[config.mk]
export PLATFORM = sky130hd
export DESIGN_NAME = async2_rd_packer_pe
export DESIGN_NICKNAME = d
export VERILOG_FILES = /design/src/rtl/async2_rd_packer_pe_pkg.sv /design/src/rtl/async2_rd_packer_pe_acc.sv /design/src/rtl/async2_rd_packer_pe.sv
export SDC_FILE = /design/constraint.sdc
export NUM_CORES = 1
export LEC_CHECK = 0
export BUFFER_PORTS_ARGS = -buffer_cell sky130_fd_sc_hd__buf_2
export CAP_MARGIN = 20
export CELL_PAD_IN_SITES_DETAIL_PLACEMENT = 0
export CELL_PAD_IN_SITES_GLOBAL_PLACEMENT = 1
export CORE_MARGIN = 5
export CORE_UTILIZATION = 31
export DETAILED_ROUTE_END_ITERATION = 16
export GPL_TIMING_DRIVEN = 0
export HOLD_SLACK_MARGIN = 0.05
export MAX_ROUTING_LAYER = met4
export PLACE_DENSITY_LB_ADDON = 0.1
export SYNTH_ARGS = -nofsm -noshare
export SYNTH_HDL_FRONTEND = slang
export SYNTH_SLANG_ARGS = --single-unit
[constraint.sdc]
create_clock -name rclk -period 6.2 [get_ports rclk]
set_clock_uncertainty 0.2 [all_clocks]
set_input_delay 0 -clock rclk [delete_from_list [all_inputs] [get_ports rclk]]
set_output_delay 0 -clock rclk [all_outputs]
set_load 0.05 [all_outputs]
[src/rtl/async2_rd_packer_pe_pkg.sv]
// Shared types and constants for the async2 read-side word packer.
// State encoding, beat word-count width and the legal PACK range live here.
package async2_rd_packer_pe_pkg;

    typedef enum logic {
        ST_ACCUM = 1'b0,
        ST_FLUSH = 1'b1
    } state_t;

    localparam int MCNT_W   = 4;
    localparam int PACK_MIN = 2;
    localparam int PACK_MAX = 8;

    function automatic bit pack_legal(input int p);
        return (p >= PACK_MIN) && (p <= PACK_MAX);
    endfunction

endpackage

[src/rtl/async2_rd_packer_pe_acc.sv]
// Word accumulator: PACK slots plus fill count; beat output is combinational and zero-padded.
// No backpressure of its own; the parent decides when to push and when to drain.
module async2_pack_acc_pe
    import async2_rd_packer_pe_pkg::*;
#(
    parameter int DATASIZE = 8,
    parameter int PACK     = 4
) (
    input  logic                     rclk,
    input  logic                     rst,
    input  logic                     push,
    input  logic [DATASIZE-1:0]      word,
    input  logic                     clear_to_slot0,
    input  logic                     clear,
    output logic [MCNT_W-1:0]        cnt,
    output logic [DATASIZE*PACK-1:0] beat
);

    logic [DATASIZE-1:0] slot [PACK];

    always_ff @(posedge rclk or posedge rst) begin
        if (rst) begin
            cnt <= '0;
            for (int i = 0; i < PACK; i++) slot[i] <= '0;
        end else if (clear_to_slot0) begin
            slot[0] <= word;
            cnt     <= MCNT_W'(1);
        end else if (clear) begin
            cnt <= '0;
        end else if (push) begin
            for (int i = 0; i < PACK; i++)
                if (cnt == MCNT_W'(i)) slot[i] <= word;
            cnt <= cnt + MCNT_W'(1);
        end
    end

    // Stale slots beyond the fill count are masked rather than cleared.
    always_comb begin
        beat = '0;
        for (int i = 0; i < PACK; i++)
            if (MCNT_W'(i) < cnt) beat[i*DATASIZE +: DATASIZE] = slot[i];
    end

endmodule

[src/rtl/async2_rd_packer_pe.sv]
// Pops FIFO words and packs PACK of them per valid/ready beat; beat valid one edge after the last pop.
// m_data/m_count hold while m_valid & ~m_ready; popping stops once the accumulator is full and blocked.
module async2_rd_packer_pe
    import async2_rd_packer_pe_pkg::*;
#(
    parameter int DATASIZE = 8,
    parameter int PACK     = 4,
    parameter int CNTW     = 16
) (
    input  logic                     rclk,
    input  logic                     rst,
    input  logic [DATASIZE-1:0]      fifo_rdata,
    input  logic                     fifo_rempty_n,
    output logic                     fifo_rinc,
    input  logic                     flush,
    output logic [DATASIZE*PACK-1:0] m_data,
    output logic [MCNT_W-1:0]        m_count,
    output logic                     m_valid,
    input  logic                     m_ready,
    output logic [CNTW-1:0]          word_cnt,
    output logic                     busy
);

    generate
        if (!pack_legal(PACK)) begin : g_pack_chk
            $error("async2_rd_packer_pe: PACK must be within 2..8");
        end
    endgenerate

    localparam logic [MCNT_W-1:0] PACK_C = MCNT_W'(PACK);

    state_t                   state, state_nxt;
    logic [MCNT_W-1:0]        acc_cnt;
    logic [DATASIZE*PACK-1:0] acc_beat;
    logic                     out_free, transfer, pop;
    logic                     load_slot0, drain_only;

    always_comb begin
        out_free  = ~m_valid | m_ready;
        transfer  = out_free & ((acc_cnt == PACK_C) | ((state == ST_FLUSH) & (acc_cnt != '0)));
        pop       = ~rst & fifo_rempty_n & (state == ST_ACCUM) & ((acc_cnt < PACK_C) | transfer);
        state_nxt = state;
        case (state)
            // A flush with nothing held and nothing arriving is dropped.
            ST_ACCUM: if (flush && ((acc_cnt != '0) || pop)) state_nxt = ST_FLUSH;
            ST_FLUSH: if (transfer || (acc_cnt == '0)) state_nxt = ST_ACCUM;
            default:  state_nxt = ST_ACCUM;
        endcase
    end

    assign fifo_rinc  = pop;
    assign load_slot0 = transfer & pop;
    assign drain_only = transfer & ~pop;
    assign busy       = (acc_cnt != '0) | m_valid;

    async2_pack_acc_pe #(
        .DATASIZE (DATASIZE),
        .PACK     (PACK)
    ) u_acc (
        .rclk           (rclk),
        .rst            (rst),
        .push           (pop),
        .word           (fifo_rdata),
        .clear_to_slot0 (load_slot0),
        .clear          (drain_only),
        .cnt            (acc_cnt),
        .beat           (acc_beat)
    );

    always_ff @(posedge rclk or posedge rst) begin
        if (rst) state <= ST_ACCUM;
        else     state <= state_nxt;
    end

    always_ff @(posedge rclk or posedge rst) begin
        if (rst) begin
            m_valid <= 1'b0;
            m_data  <= '0;
            m_count <= '0;
        end else if (transfer) begin
            m_valid <= 1'b1;
            m_data  <= acc_beat;
            m_count <= acc_cnt;
        end else if (m_ready) begin
            m_valid <= 1'b0;
        end
    end

    always_ff @(posedge rclk or posedge rst) begin
        if (rst)      word_cnt <= '0;
        else if (pop) word_cnt <= word_cnt + CNTW'(1);
    end

endmodule

==> metrics.yaml, run 1 <==
synthXorXnorAreaFrac: 0.0341
grt_first_pass_wirelength_um: 16200
drc: 0
setup_violations: 0
slew_headroom: 0.425
hold_class: "in2async"
port_buffers: 67
path_clk_slew_ps: 60
synth_cell_types: 38
routed_wl_um: 9810
num_io_pins: 68
post-route-util: 0.406
worstPathMaxFanout: 10
firstDrtPassIters: 4
nNetsFinal: 432
yosysWarnings: 0
start_kind: "flip-flop"
vias: 2739
die_y_um: 122
final_antenna_net_count: 0
tns_ps: 0
via_per_inst: 4.67
post-cts-setup-buffers: 0
synthesis.nets: 338
max-vdd-ir-drop_v: 0.000251
synthSimpleGateAreaFrac: 0.0902
slew_viol_final: 0
syn_to_final_growth_pct: 27.5
ys_ff_latch: 90
fin_crit_ps: 2820
hold_ws_ps: 114
root_buffer: "clkbuf_16"
cap_violations: 0
synth_ff_type: "dfrtp_1"
cts_htree_levels: 3
powerDensity_nw_per_um2: 522
dpl.hpwl_um: 6760
muxShareOfSynthArea: 0.111
initial_utilization: 0.318
antenna_found_initial: 0
antenna_cells: 0
place_congestion: 0.704
p_leak_nw: 2.31
grt_setup_unrepaired: "no"
yosysTopAreaCellShare: 0.584
die_area_um2: 14800
synth_cells: 320
design.core.area_um2: 12100
syn_area_um2: 3860
grt_pass1_vias: 2917
synth_area_leaders: "dfrtp_1 58%, mux2_2 11%, o21ai_0 5.3%"
yosysTopAreaCell: "dfrtp_1"
grt-ovfl-total: 0
cts_tree: "built"
syn_avg_cell_area_um2: 12.1
worst_pin_slew_ps: 861
synth.most_common_cell: "dfrtp_1"
rows: 40
grt_use_total: 0.146
first_iter_violations: 126
final_hold_viol_count: 0
seq_area_frac_synth: 0.584
synth_top_family_by_area: "compound AO/OA/AOI/OAI gates"
grt_start_max_net_pins: 49
drive_gt1_frac: 0.322
cts_sinks: 90
synthTopCellsByCount: "90 x dfrtp_1, 41 x o21ai_0, 37 x mux2_2, 22 x inv_1"
wl_per_cell_um: 16.7
synth_compound_area_frac: 0.121
required_ps: 6230
status: "complete, no violations"
synth_edf_count: 0
clk_latency_ps: 340
path_class: "reg2reg"
max_clock_freq_mhz: 355
synthAdderAreaFrac: 0.0162
crit_path_end_kind: "flip-flop"
cts-buffers-inserted: 9
synth-async-reset-ratio: 1.00
worstPathArrival_ps: 2850
die_w_um: 122
clockBufferDepth: 2
timing.final.crit_share: 0.455
stage by stage:
step	cell area [um^2]	total power [mW]	setup slack, ps	cells
CTS	4900	2.60	3330	585
global placement	4400	1.93	2370	555
floorplan	3860	1.67	3610	320
global route	4920	2.72	3180	587
finish	4920	2.57	3380	587
detailed placement	4430	1.94	3340	556
layout make-up:
type / count / area (um^2)
Fill cell: 1245 / 7190
Sequential cell: 90 / 2250
Multi-Input combinational cell: 190 / 1430
Timing Repair Buffer: 83 / 505
Clock buffer: 10 / 229
Tap cell: 168 / 210
Clock inverter: 6 / 114
Buffer: 18 / 87.6
Inverter: 22 / 85.1
cell families (layout without fill, tap and decap cells):
family,count (synthesis),count (layout)
flip-flops,90,90
AO/OA/AOI/OAI,74,74
AND/OR/NAND/NOR,58,58
buffers and inverters,40,139
multiplexers,38,38
XOR/XNOR,15,15
adder cells (fa/ha/maj),5,5
state kept, by name, summed over array words and instances (netlist names):
signal and count:
state 1, u_acc.cnt 4, m_data 32, m_valid 1, m_count 4, word_cnt 16, u_acc.slot 32
power breakdown:
| group | total [mW] | internal, mW | switching, mW | leakage, nW |
|---|---|---|---|---|
| Combinational | 1.01 | 0.303 | 0.708 | 0.992 |
| Clock | 0.631 | 0.396 | 0.236 | 0.159 |
| Sequential | 0.923 | 0.799 | 0.124 | 1.16 |
path summary, 6_finish.rpt:
path	slack, ps	from	depth (start not counted)	to
max	3380	u_acc.cnt[0]	7	m_count[0]
min	110	rst	3	state
max reg2reg	3380	u_acc.cnt[0]	7	m_count[0]
min reg2reg	270	word_cnt[15]	1	word_cnt[15]
max in group asynchronous	5050	rst	4	u_acc.slot[4]
min in group rclk	270	word_cnt[15]	1	word_cnt[15]
repair_timing:
action	4_1_cts	5_1_grt
hold endpoints to repair	86	0
endpoints found under the setup margin	0	0
gates resized for setup	0	0
hold buffers	13	0
cells in the final DEF, fill, tap and decap left out, drive strengths merged:
| cell | instances |
|---|---|
| a21oi | 3 |
| mux2i | 1 |
| buf | 75 |
| xnor2 | 7 |
| o31ai | 9 |
| dfrtp | 90 |
| nor2 | 4 |
| nor3 | 6 |
| clkbuf | 23 |
| nand4 | 4 |
| and4 | 1 |
| a221oi | 1 |
| ha | 5 |
| inv | 23 |
| nor4b | 2 |
| clkinvlp | 2 |
| nand3 | 9 |
| dlygate4sd3 | 13 |
| o311ai | 1 |
| or3b | 1 |
| nand3b | 1 |
| nor2b | 1 |
| nor4 | 7 |
| nand2 | 16 |
| xor2 | 8 |
| mux2 | 37 |
| o41ai | 16 |
| a21boi | 2 |
| o21ai | 42 |
| or4b | 2 |
| bufinv | 3 |
| and3 | 2 |
| nand2b | 2 |
layer usage:
layer	track usage	routed length [um]	vias to the layer above
met4	0.0546	160	0
met1	0.202	4910	1337
met3	0.0260	340	9
met5	-	0	-
li1	-	-	1342
met2	0.215	4400	51
critical path: stages (launching register included):
cell	delay, ps
dfrtp_1	480
inv_1	190
ha_1	300
nand2b_1	100
mux2i_1	190
nor2_1	500
buf_2	360
mux2_2	370
No activity file was read; power rests on OpenSTA's default activity.
==> run 2: changes to the inputs <==
clock period = 2.3 ns   (was 6.2 ns; I/O delays follow)
==> run 2 against run 1 <==
  * Non-clock buffer count up 2
  * Setup slack worse by 3300 ps
  * Core utilization up 0.41 points
  * Critical endpoint is now word_cnt[13]
  * Combinational power rose to 2.8 times the previous value
  * Total power rose to 2.7 times the previous value
  * Largest cell class unchanged
  * Final cell count up 0.34%
  * Highest routed layer unchanged
==> metrics.yaml, run 2 (synthesized netlist as in run 1, its figures left out) <==
status: "complete, no violations"
slew_viol_final: 0
root_buffer: "clkbuf_16"
mostFrequentLayoutCell: "dfrtp_1"
start_kind: "flip-flop"
grt_use_total: 0.148
place_area_um2: 4450
p_int_mw: 3.89
first_iter_violations: 182
worst_slack_ps: 118
p_leak_nw: 2.31
clkPwrFrac: 0.212
cts_sinks: 90
pre_cts_ws_ps: -560
switching_share: 0.430
power_frac_seq: 0.368
cts_tree: "built"
place_congestion: 0.730
cts_htree_levels: 3
reg.largest.list: "m_data (32), u_acc.slot (32), word_cnt (16)"
final_hold_viol_count: 0
rows: 40
firstDrtPassIters: 5
die_w_um: 122
most-common-layout-cells: "88 x dfrtp_1, 69 x buf_2, 41 x o21ai_0"
crit_path_end_kind: "flip-flop"
max_clock_freq_mhz: 458
post-route-util: 0.410
slew_headroom: 0.296
drive_gt1_frac: 0.366
powerDensity_nw_per_um2: 1370
nNetsFinal: 434
num_io_pins: 68
vias: 2826
drc: 0
routed_wl_um: 10000
max-vdd-ir-drop_v: 0.000640
power_frac_comb: 0.420
clk_latency_ps: 350
worstPathArrival_ps: 2210
syn_to_final_growth_pct: 28.8
hold_class: "in2async"
switching_power_mw: 2.93
design.core.area_um2: 12100
cts-buffers-inserted: 9
grt-ovfl-total: 0
cap_violations: 0
final_antenna_net_count: 0
antenna_found_initial: 0
clockBufferDepth: 2
via_per_inst: 4.80
power_mw: 6.81
die_area_um2: 14800
dpl.hpwl_um: 6920
fin_crit_ps: 2180
initial_utilization: 0.318
worst_pin_slew_ps: 1050
grt_pass1_vias: 2855
timing.final.crit_share: 0.949
port_buffers: 67
grt_start_max_net_pins: 42
worstPathMaxFanout: 10
grt_setup_unrepaired: "no"
hold_ws_ps: 72.5
antenna_cells: 0
finish.instance_area_um2: 4970
setup_violations: 0
wl_per_cell_um: 17.0
grt_first_pass_wirelength_um: 16100
die_y_um: 122
path_class: "reg2reg"
path_clk_slew_ps: 60
required_ps: 2330
run 2: cell types whose count changed in the layout (fill, tap and decap cells not counted), sizes merged:
cell	before	now
buf	75	78
bufinv	3	0
clkbuf	23	25
inv	23	21
clkinvlp	2	4
run 2: per-stage QoR:
step | cells | setup TNS (ps)
6_report | 589 | 0
5_1_grt | 589 | 0
4_1_cts | 587 | 0
3_5_place_dp | 557 | -11930
3_3_place_gp | 555 | -12780
2_1_floorplan | 320 | -17.5
run 2: metal layers:
| metal | track usage | vias to the layer above | share of wire |
|---|---|---|---|
| met5 | - | - | 0 |
| met4 | 0.0672 | 0 | 0.020 |
| met3 | 0.0292 | 18 | 0.034 |
| met2 | 0.208 | 51 | 0.45 |
| met1 | 0.207 | 1406 | 0.50 |
| li1 | - | 1351 | - |
run 2: area by class of cell:
| cell class | instances | area, um^2 |
|---|---|---|
| clock inverter | 3 | 22.5 |
| multi-input combinational | 190 | 1490 |
| sequential | 90 | 2250 |
| clock buffer | 13 | 270 |
| timing repair buffer | 85 | 528 |
| fill | 1234 | 7140 |
| buffer | 18 | 106 |
| tap | 168 | 210 |
| inverter | 22 | 86.3 |
run 2: path summary, 6_finish.rpt:
check                             startpoint           end  slack (ps)  cells after the start
worst max-delay path                   state  word_cnt[13]         120                      4
worst min-delay path                     rst    m_count[1]          70                      3
worst max register to register         state  word_cnt[13]         120                      4
worst min register to register  word_cnt[15]  word_cnt[15]         270                      1
max in group asynchronous                rst  u_acc.cnt[1]        1260                      4
min in group rclk               word_cnt[15]  word_cnt[15]         270                      1
run 2: timing repair:
action                     CTS  global route
pin swaps                    1             1
gates resized for setup     15            13
hold endpoints to repair   129             0
buffers inserted             1             1
hold buffers                13             0
setup endpoints to repair   58            65
run 2: worst max-delay path, cell delays in order, from the launching register on:
cell and delay (ps):
dfrtp_1 470, or4b_4 550, buf_6 170, or4b_1 540, xnor2_1 140
run 2: power groups by stage:
| stage | logic, mW | registers [mW] | clock network [mW] |
|---|---|---|---|
| 4_1_cts | 2.83 | 2.51 | 1.49 |
| 6_report | 2.86 | 2.51 | 1.45 |
| 5_1_grt | 3.08 | 2.59 | 1.56 |
| 3_5_place_dp | 2.72 | 2.53 | 0 |
| 2_1_floorplan | 1.13 | 3.36 | 0 |
| 3_3_place_gp | 2.70 | 2.52 | 0 |
